==> src/rtl/control_sequencer.sv <==
// control_sequencer: multi-cycle Moore control unit for the CPU datapath.
// Fetches through PC/MAR/MDR/IR, decodes IR[31:27] in T3 and steps through
// the class-specific T-states, driving datapath strobes, select-and-encode
// register controls, the ALU opcode and the memory strobes.
//
// Ports:
//   clock          rising-edge clock
//   clear          asynchronous active-low reset (FSM -> RST, fault cleared)
//   IR             instruction register contents (opcode in IR[31 -: OPW])
//   CON            branch condition flag
//   mem_ready      memory data valid / write done, sampled in memory states
//   Stop           halt request, honoured in the last state of an instruction
//   PCout..Zhighout, HIin, LOin    datapath strobes
//   Gra/Grb/Grc, Rin/Rout, BAout, Cout, CONin   register select / encode controls
//   Read, Write    memory strobes (Read also steers the MDR mux)
//   alu_op         ALU opcode
//   Run            high while executing (T0..T7)
//   fault          sticky memory-timeout flag
module control_sequencer #(
  parameter int unsigned MEM_WAIT_MAX = 15,
  parameter int unsigned OPW          = 5
) (
  input  logic           clock,
  input  logic           clear,
  input  logic [31:0]    IR,
  input  logic           CON,
  input  logic           mem_ready,
  input  logic           Stop,
  output logic           PCout,
  output logic           IncPC,
  output logic           PCin,
  output logic           MARin,
  output logic           MDRin,
  output logic           MDRout,
  output logic           IRin,
  output logic           Yin,
  output logic           Zin,
  output logic           Zlowout,
  output logic           Zhighout,
  output logic           HIin,
  output logic           LOin,
  output logic           Gra,
  output logic           Grb,
  output logic           Grc,
  output logic           Rin,
  output logic           Rout,
  output logic           BAout,
  output logic           Cout,
  output logic           CONin,
  output logic           Read,
  output logic           Write,
  output logic [OPW-1:0] alu_op,
  output logic           Run,
  output logic           fault
);

  localparam int unsigned CntW = $clog2(MEM_WAIT_MAX + 1);

  // T0..T7 must stay consecutive: the sequencer advances by incrementing.
  typedef enum logic [3:0] {
    StRst, StT0, StT1, StT2, StT3, StT4, StT5, StT6, StT7, StHalt
  } state_e;

  state_e          state_q, state_d;
  logic [CntW-1:0] wait_q, wait_d;
  logic            fault_q, fault_d;

  logic [OPW-1:0]  opcode;
  logic            unused_ir;
  assign opcode    = IR[31 -: OPW];
  assign unused_ir = ^IR[31-OPW:0];

  // Instruction classes (mutually exclusive).
  logic cls_r, cls_i, cls_ld, cls_st, cls_md, cls_br, cls_halt, cls_nop;
  always_comb begin
    cls_r    = (opcode <= OPW'(8));
    cls_i    = (opcode >= OPW'(9)) && (opcode <= OPW'(11));
    cls_ld   = (opcode == OPW'(12));
    cls_st   = (opcode == OPW'(13));
    cls_md   = (opcode == OPW'(14)) || (opcode == OPW'(15));
    cls_br   = (opcode == OPW'(16));
    cls_halt = (opcode == OPW'(25));
    cls_nop  = !(cls_r || cls_i || cls_ld || cls_st || cls_md || cls_br || cls_halt);
  end

  logic [OPW-1:0] imm_alu;
  always_comb begin
    imm_alu = OPW'(0);
    if (opcode == OPW'(10)) imm_alu = OPW'(2);
    if (opcode == OPW'(11)) imm_alu = OPW'(3);
  end

  logic in_exec, mem_state, last_state;
  always_comb begin
    in_exec    = (state_q != StRst) && (state_q != StHalt);
    mem_state  = (state_q == StT1) || (state_q == StT6 && cls_ld) ||
                 (state_q == StT7 && cls_st);
    last_state = (state_q == StT3 && cls_nop) ||
                 (state_q == StT5 && (cls_r || cls_i)) ||
                 (state_q == StT6 && (cls_md || cls_br)) ||
                 (state_q == StT7 && (cls_ld || cls_st));
  end

  // Next state, wait counter and fault flag.
  always_comb begin
    state_d = state_q;
    wait_d  = wait_q;
    fault_d = fault_q;
    if (state_q == StRst) begin
      state_d = StT0;
      wait_d  = '0;
    end else if (in_exec) begin
      if (mem_state && !mem_ready) begin
        // A stall cycle: give up after MEM_WAIT_MAX of them.
        if (wait_q == CntW'(MEM_WAIT_MAX - 1)) begin
          state_d = StHalt;
          fault_d = 1'b1;
        end else begin
          wait_d = wait_q + CntW'(1);
        end
      end else begin
        // Any advance restarts the counter for the next memory state.
        wait_d = '0;
        if (state_q == StT3 && cls_halt) begin
          state_d = StHalt;
        end else if (last_state) begin
          state_d = Stop ? StHalt : StT0;
        end else begin
          state_d = state_e'(state_q + 4'd1);
        end
      end
    end
  end

  always_ff @(posedge clock or negedge clear) begin
    if (!clear) begin
      state_q <= StRst;
      wait_q  <= '0;
      fault_q <= 1'b0;
    end else begin
      state_q <= state_d;
      wait_q  <= wait_d;
      fault_q <= fault_d;
    end
  end

  // Moore output decode of state and IR (CON only gates the taken-branch PC load).
  always_comb begin
    PCout = 1'b0; IncPC = 1'b0; PCin = 1'b0; MARin = 1'b0;
    MDRin = 1'b0; MDRout = 1'b0; IRin = 1'b0; Yin = 1'b0;
    Zin = 1'b0; Zlowout = 1'b0; Zhighout = 1'b0; HIin = 1'b0; LOin = 1'b0;
    Gra = 1'b0; Grb = 1'b0; Grc = 1'b0; Rin = 1'b0; Rout = 1'b0;
    BAout = 1'b0; Cout = 1'b0; CONin = 1'b0; Read = 1'b0; Write = 1'b0;
    alu_op = '0;
    Run    = in_exec;
    fault  = fault_q;
    unique case (state_q)
      StT0: begin PCout = 1'b1; MARin = 1'b1; IncPC = 1'b1; end
      StT1: begin Read = 1'b1; MDRin = 1'b1; end
      StT2: begin MDRout = 1'b1; IRin = 1'b1; end
      StT3: begin
        if (cls_r || cls_i) begin
          Grb = 1'b1; Rout = 1'b1; Yin = 1'b1;
        end else if (cls_ld || cls_st) begin
          Grb = 1'b1; BAout = 1'b1; Yin = 1'b1;
        end else if (cls_md) begin
          Gra = 1'b1; Rout = 1'b1; Yin = 1'b1;
        end else if (cls_br) begin
          Gra = 1'b1; Rout = 1'b1; CONin = 1'b1;
        end
      end
      StT4: begin
        if (cls_r) begin
          Grc = 1'b1; Rout = 1'b1; Zin = 1'b1; alu_op = opcode;
        end else if (cls_i) begin
          Cout = 1'b1; Zin = 1'b1; alu_op = imm_alu;
        end else if (cls_ld || cls_st) begin
          Cout = 1'b1; Zin = 1'b1;
        end else if (cls_md) begin
          Grb = 1'b1; Rout = 1'b1; Zin = 1'b1; alu_op = opcode;
        end else if (cls_br) begin
          PCout = 1'b1; Yin = 1'b1;
        end
      end
      StT5: begin
        if (cls_r || cls_i) begin
          Zlowout = 1'b1; Gra = 1'b1; Rin = 1'b1;
        end else if (cls_ld || cls_st) begin
          Zlowout = 1'b1; MARin = 1'b1;
        end else if (cls_md) begin
          Zlowout = 1'b1; LOin = 1'b1;
        end else if (cls_br) begin
          Cout = 1'b1; Zin = 1'b1;
        end
      end
      StT6: begin
        if (cls_ld) begin
          Read = 1'b1; MDRin = 1'b1;
        end else if (cls_st) begin
          Gra = 1'b1; Rout = 1'b1; MDRin = 1'b1;
        end else if (cls_md) begin
          Zhighout = 1'b1; HIin = 1'b1;
        end else if (cls_br && CON) begin
          Zlowout = 1'b1; PCin = 1'b1;
        end
      end
      StT7: begin
        if (cls_ld) begin
          MDRout = 1'b1; Gra = 1'b1; Rin = 1'b1;
        end else if (cls_st) begin
          Write = 1'b1;
        end
      end
      default: ;
    endcase
  end

endmodule

==> config.mk <==
export PLATFORM = sky130hd
export DESIGN_NAME = control_sequencer
export DESIGN_NICKNAME = d
export VERILOG_FILES = /design/src/rtl/control_sequencer.sv
export SDC_FILE = /design/constraint.sdc
export NUM_CORES = 1
export LEC_CHECK = 0
export CORE_UTILIZATION = 39
export CTS_CLUSTER_DIAMETER = 120
export DETAILED_ROUTE_END_ITERATION = 7
export GPL_TIMING_DRIVEN = 0
export PLACE_DENSITY_LB_ADDON = 0.08
export SKIP_LAST_GASP = 1
export SLEW_MARGIN = 20
export SYNTH_ARGS = -nofsm -noshare
export SYNTH_HDL_FRONTEND = slang
export SYNTH_SLANG_ARGS = --single-unit
==> constraint.sdc <==
create_clock -name clock -period 2.3 [get_ports clock]
set_input_delay 0.46 -clock clock [delete_from_list [all_inputs] [get_ports clock]]
set_output_delay 0.46 -clock clock [all_outputs]
set_load 0.1 [all_outputs]
==> flow_metrics.env, run 1 <==
export IMPL_avgRoutedWirePerCell_um=16.1
export IMPL_setup_viol=12
export IMPL_syn_cell_area_um2=1210
export IMPL_vias=1520
export IMPL_finalPower_uw=2220
export IMPL_hold_viol_final=0
export IMPL_drtIter0Drc=115
export IMPL_synth_top_area_frac=0.186
export IMPL_grt_use_met3=0.0335
export IMPL_holdBufCountCts=0
export IMPL_h_tree_depth=1
export IMPL_final_nets=271
export IMPL_worst_r2r_endpoint="state_q[0]"
export IMPL_worst_slew_pin_slew_ps=970
export IMPL_drt_wl_total_mm=4.15
export IMPL_groute_usage_overall=0.240
export IMPL_cp_slowest_stage_delay_ps=520
export IMPL_synthArstFlopShare=1.00
export IMPL_crit_path_start="IR[27]"
export IMPL_clock_path_buffers=2
export IMPL_worstSetupPathType="primary input to primary output"
export IMPL_status="finished with violations"
export IMPL_startpoint_type="primary input"
export IMPL_io_buffers=38
export IMPL_drive_gt1_frac=0.493
export IMPL_cap_violations=0
export IMPL_clock_skew_ps=0.248
export IMPL_avgSynthCellArea_um2=7.40
export IMPL_yosysSeqAreaShare=0.186
export IMPL_start_util=0.425
export IMPL_worst_slack_ps=-157
export IMPL_critPathSlowestCell="or4b_4"
export IMPL_final_util=0.764
export IMPL_yosys_top_cells_area="dfrtp_1, ha_1, a21oi_1"
export IMPL_dpl_hpwl_mm=2.77
export IMPL_top_usage_layer="met2"
export IMPL_antenna_found_initial=0
export IMPL_dieArea_um2=3340
export IMPL_rrSetupSlack_ps=240
export IMPL_clock_sinks=9
export IMPL_use_met1=0.292
export IMPL_ys_warn_count=0
export IMPL_hold_slack_ps=464
export IMPL_grt_first_pass_wirelength_mm=6.33
export IMPL_rsz0062_at_grt="yes"
export IMPL_synth_top_cell_by_area="dfrtp_1"
export IMPL_required_ps=1840
export IMPL_synth_most_common_cell="a21oi_1"
export IMPL_nFillCells=195
export IMPL_gr_usage_met2=0.422
export IMPL_drv_slew=0
export IMPL_p_per_area_nw_per_um2=1020
export IMPL_ff_latch_area_um2=225
export IMPL_p_leak_uw=0.000948
export IMPL_rows=19
export IMPL_grt_pass1_vias=1405
export IMPL_synth_edf_count=0
export IMPL_critPathBufInv=3
export IMPL_drc=3
export IMPL_rr_worst_depth=8
export IMPL_grt_max_degree=11
export IMPL_pre_cts_ws_ps=-1450
export IMPL_endpoint="Gra"
export IMPL_grt_overflow=0
export IMPL_die_h_um=57.8
export IMPL_fin_crit_sh=1.07
export IMPL_fin_crit_ps=2460
export IMPL_ys_seq_elements=9
export IMPL_hold_path_class="register to register"
export IMPL_max_slew_margin=0.351
export IMPL_synth_ff_type="dfrtp_1"
export IMPL_rr_startpoint="state_q[0]"
export IMPL_place_gp_congestion=0.840
export IMPL_cp_num_cells=8
export IMPL_setup_worst_path_end_class="primary output"
export IMPL_synth_common_cells="a21oi_1, nand2_1, nor2_1"
export IMPL_core_area_um2=2850
export IMPL_ant_nets=0
export IMPL_fmax_mhz=407
export IMPL_crit_fanout=6
export IMPL_num_antenna_cells=0
export IMPL_violations="DRC, setup timing"
export IMPL_vias_per_cell=5.89
export IMPL_clock_latency_ps=250
export IMPL_worstPathCellList="buf_8 > or4b_4 > or2_1 > buf_6 > nor2_4 > a21o_1 > or2_4 > buf_12"
export IMPL_path_clk_slew_ps=50
export IMPL_netlist_instances=164
export IMPL_arrival_ps=2000
export IMPL_io_pin_count=67
export IMPL_ir_drop_uv=748
export IMPL_area_delta_synth_final_pct=79.7
export IMPL_fin_setup_tns_ps=-1030
export IMPL_cts_tree="yes"
export IMPL_numCtsBuffers=3
export IMPL_firstDrtPassIters=6
export IMPL_multiInputGateArea_um2=1120
export IMPL_syn_num_nets=207
export IMPL_synth_distinct_cells=51
export IMPL_root_buffer="clkbuf_4"
export IMPL_die_x_um=57.8
export IMPL_critical_path_top_delay_family="simple AND/OR/NAND/NOR gates"
metrics by stage:
stage | cells | instance area [um^2]
floorplan | 164 | 1380
global placement | 233 | 1800
detailed placement | 233 | 1800
CTS | 252 | 2040
global route | 258 | 2180
finish | 258 | 2180
worst reg2reg max path: cells and delay by family (launching register included):
family                   cells  cell delay (ps)
flip-flops                   1              400
buffers and inverters        2              260
adder cells (fa/ha/maj)      1              260
multiplexers                 2              440
AND/OR/NAND/NOR              3              570
area by class of cell:
type,instances,area share
plain buffers,10,0.0384
clock buffers,4,0.0120
inverters,11,0.0189
multi-input cells,133,0.513
flip-flops and latches,9,0.103
well taps,31,0.0178
repair buffers,60,0.296
worst min path at each step:
stage	start	to	slack, ps	cells past startpoint
6_report	fault	fault	460	1
5_1_grt	fault	fault	480	1
4_1_cts	fault	fault	470	1
3_5_place_dp	fault	fault	460	1
3_3_place_gp	fault	fault	460	1
2_1_floorplan	clear	fault	160	0
layout by cell type, fill, tap and decap left out, types with 3 or more instances in the layout:
cell type and count:
buf_12 12, nor2_1 6, o211ai_1 3, clkdlybuf4s50_1 5
mux2i_1 3, nand2b_1 6, dfrtp_1 9, buf_6 9
nor2_4 7, buf_4 31, buf_2 4, clkbuf_4 6
a21oi_2 5, o21ai_2 3, inv_1 9, o21ai_1 3
nand2_1 9, nand3_1 9, a21oi_1 9, ha_1 3
and2_1 5
layer usage:
layer | up-vias | wire length, um
li1 | 718 | -
met5 | - | 0
met2 | 71 | 2210
met1 | 721 | 1610
met3 | 10 | 274
met4 | 0 | 50
flip-flops by register name, summed over array words and instances, names as in the netlist:
signal   cells
state_q      4
wait_q       4
fault        1
cells by family (layout without fill, tap and decap cells):
| group | after synthesis | count (layout) | share of synthesized area |
|---|---|---|---|
| AO/OA/AOI/OAI | 47 | 47 | 0.275 |
| XOR/XNOR | 2 | 2 | 0.0144 |
| adder cells (fa/ha/maj) | 6 | 6 | 0.0619 |
| buffers and inverters | 22 | 85 | 0.0825 |
| flip-flops | 9 | 9 | 0.186 |
| multiplexers | 4 | 4 | 0.0340 |
| other | 1 | 1 | 0.00309 |
| AND/OR/NAND/NOR | 73 | 73 | 0.343 |
repair_timing:
action / 4_1_cts / 5_1_grt
setup buffers: 15 / 8
gates resized for setup: 232 / 25
pin swaps: 8 / 11
endpoints found under the setup margin: 28 / 22
power breakdown:
part | internal (uW) | total (uW) | switching, uW
logic | 669 | 1860 | 1200
clock network | 66.2 | 112 | 45.6
registers | 202 | 239 | 36.9
total | 937 | 2220 | 1280
No activity file was read; power rests on OpenSTA's default activity.
==> inputs of run 2 (changes only) <==
CORE_UTILIZATION = 40   (was 39)
CTS_BUF_LIST = sky130_fd_sc_hd__clkbuf_4   (was unset)
==> run 2 against run 1 <==
Combinational power grew 3%; cell area grew 3.5%; critical path depth stayed put; die area is 2.4% lower; final cell count increased by 1.2%; sequential share of layout area shrank 0.29 points; setup slack got worse by 21 ps; the run still ends with DRC, setup timing left; clock-buffer cell count unchanged; flip-flop and latch count stayed put; clock skew increased by 1.6 ps; total power is 2.7% higher.
==> flow_metrics.env, run 2 (synthesized netlist as in run 1, its figures left out) <==
export IMPL_multiInputGateArea_um2=1140
export IMPL_path_clk_slew_ps=50
export IMPL_hold_path_class="register to register"
export IMPL_hold_slack_ps=470
export IMPL_hold_viol_final=0
export IMPL_fin_crit_ps=2480
export IMPL_grt_use_met3=0.0249
export IMPL_cap_violations=0
export IMPL_clkPwrFrac=0.054
export IMPL_vias_per_cell=5.89
export IMPL_critPathSlowestCell="a211o_4"
export IMPL_die_x_um=57.1
export IMPL_rows=19
export IMPL_dp_cells=233
export IMPL_worstPathCellList="buf_6 > buf_4 > clkbuf_2 > nor3_1 > a21oi_1 > a21oi_1 > a211o_4 > buf_12"
export IMPL_switchingPower_uw=1300
export IMPL_rr_startpoint="state_q[0]"
export IMPL_rr_worst_depth=9
export IMPL_use_met1=0.293
export IMPL_area_delta_synth_final_pct=86.0
export IMPL_violations="DRC, setup timing"
export IMPL_cp_slowest_stage_delay_ps=340
export IMPL_placed_cell_area_um2=1800
export IMPL_crit_path_start="IR[28]"
export IMPL_pre_cts_ws_ps=-1460
export IMPL_avgRoutedWirePerCell_um=17.1
export IMPL_io_buffers=38
export IMPL_rrSetupSlack_ps=250
export IMPL_core_area_um2=2810
export IMPL_top_usage_layer="met2"
export IMPL_grt_pass1_vias=1386
export IMPL_startpoint_type="primary input"
export IMPL_start_util=0.433
export IMPL_p_int_uw=976
export IMPL_drv_slew=0
export IMPL_setup_viol=13
export IMPL_dpl_hpwl_mm=2.69
export IMPL_clock_latency_ps=250
export IMPL_drive_gt1_frac=0.535
export IMPL_fin_crit_sh=1.08
export IMPL_postLayoutCellArea_um2=2260
export IMPL_clock_path_buffers=2
export IMPL_pwr_share_comb=0.837
export IMPL_dieArea_um2=3260
export IMPL_place_gp_congestion=0.811
export IMPL_num_antenna_cells=0
export IMPL_arrival_ps=2020
export IMPL_worst_slew_pin_slew_ps=963
export IMPL_clock_sinks=9
export IMPL_drtIter0Drc=90
export IMPL_hold_end="fault"
export IMPL_instances_no_fill=261
export IMPL_grt_max_degree=11
export IMPL_groute_usage_overall=0.242
export IMPL_p_sw_frac=0.571
export IMPL_max_slew_margin=0.356
export IMPL_hp_start="fault"
export IMPL_ff_latch_area_um2=226
export IMPL_cpMostUsedCell="a21oi_1"
export IMPL_grt_first_pass_wirelength_mm=6.27
export IMPL_cts_tree="yes"
export IMPL_layout_common_cells="buf_4, buf_12, buf_6, a21oi_1, nand3_1"
export IMPL_final_nets=274
export IMPL_crit_fanout=10
export IMPL_status="finished with violations"
export IMPL_critical_path_top_delay_family="compound AO/OA/AOI/OAI gates"
export IMPL_drc=8
export IMPL_final_util=0.805
export IMPL_ant_nets=0
export IMPL_ir_drop_uv=712
export IMPL_worstSetupPathType="primary input to primary output"
export IMPL_p_seq_frac=0.108
export IMPL_final_common_cell="buf_4"
export IMPL_firstDrtPassIters=6
export IMPL_p_leak_uw=0.000970
export IMPL_rsz0062_at_grt="yes"
export IMPL_whs_path_depth=1
export IMPL_io_pin_count=67
export IMPL_grt_overflow=0
export IMPL_vias=1537
export IMPL_p_per_area_nw_per_um2=1010
export IMPL_clock_skew_ps=1.83
export IMPL_drt_wl_total_mm=4.46
export IMPL_nFillCells=173
export IMPL_worst_slack_ps=-177
export IMPL_root_buffer="clkbuf_4"
export IMPL_numCtsBuffers=3
export IMPL_required_ps=1840
export IMPL_antenna_found_initial=0
export IMPL_setup_worst_path_end_class="primary output"
export IMPL_worst_r2r_endpoint="state_q[0]"
export IMPL_die_h_um=57.1
export IMPL_h_tree_depth=1
export IMPL_gr_usage_met2=0.445
export IMPL_fmax_mhz=404
export IMPL_critPathBufInv=4
==> run 2: layout make-up <==
cell class | count | area share
inverters | 11 | 0.0200
flip-flops and latches | 9 | 0.100
repair buffers | 63 | 0.308
clock buffers | 4 | 0.0133
multi-input cells | 133 | 0.504
well taps | 31 | 0.0172
plain buffers | 10 | 0.0371
==> run 2: worst max-delay path by stage <==
stage	endpoint	slack [ps]	depth (start not counted)
finish	Rout	-180	8
detailed placement	Gra	-1460	8
floorplan	Gra	-480	6
global placement	Gra	-1420	8
CTS	Gra	-170	8
global route	Rout	-250	8
==> run 2: power groups by stage <==
stage               clock, uW  combinational (uW)  sequential, uW
CTS                       132                1750             238
floorplan                   0                1220             242
global route              145                2000             254
detailed placement          0                1530             257
finish                    124                1910             247
global placement            0                1510             254
==> run 2: layer usage <==
metal | vias up | part of all wire
met1 | 738 | 0.40
met4 | 0 | 0.016
met5 | - | 0
met3 | 12 | 0.043
met2 | 64 | 0.54
li1 | 723 | -
==> run 2: per-stage QoR <==
stage                     TNS, ps  power, uW
after floorplan             -4260       1460
after global placement     -30420       1760
after detailed placement   -31320       1780
after CTS                   -1060       2120
after global routing        -2030       2400
final                       -1290       2280
==> run 2: what timing repair did <==
action,CTS,global route
hold buffers,0,0
pin swaps,7,14
gates resized for setup,232,39
endpoints found under the setup margin,28,26
setup buffers,18,8
==> inputs of run 3 (changes only) <==
SLEW_MARGIN = unset   (was 20)
==> results of run 3 <==
Same layout as run 2: the final DEF is identical, and so are final timing and power.
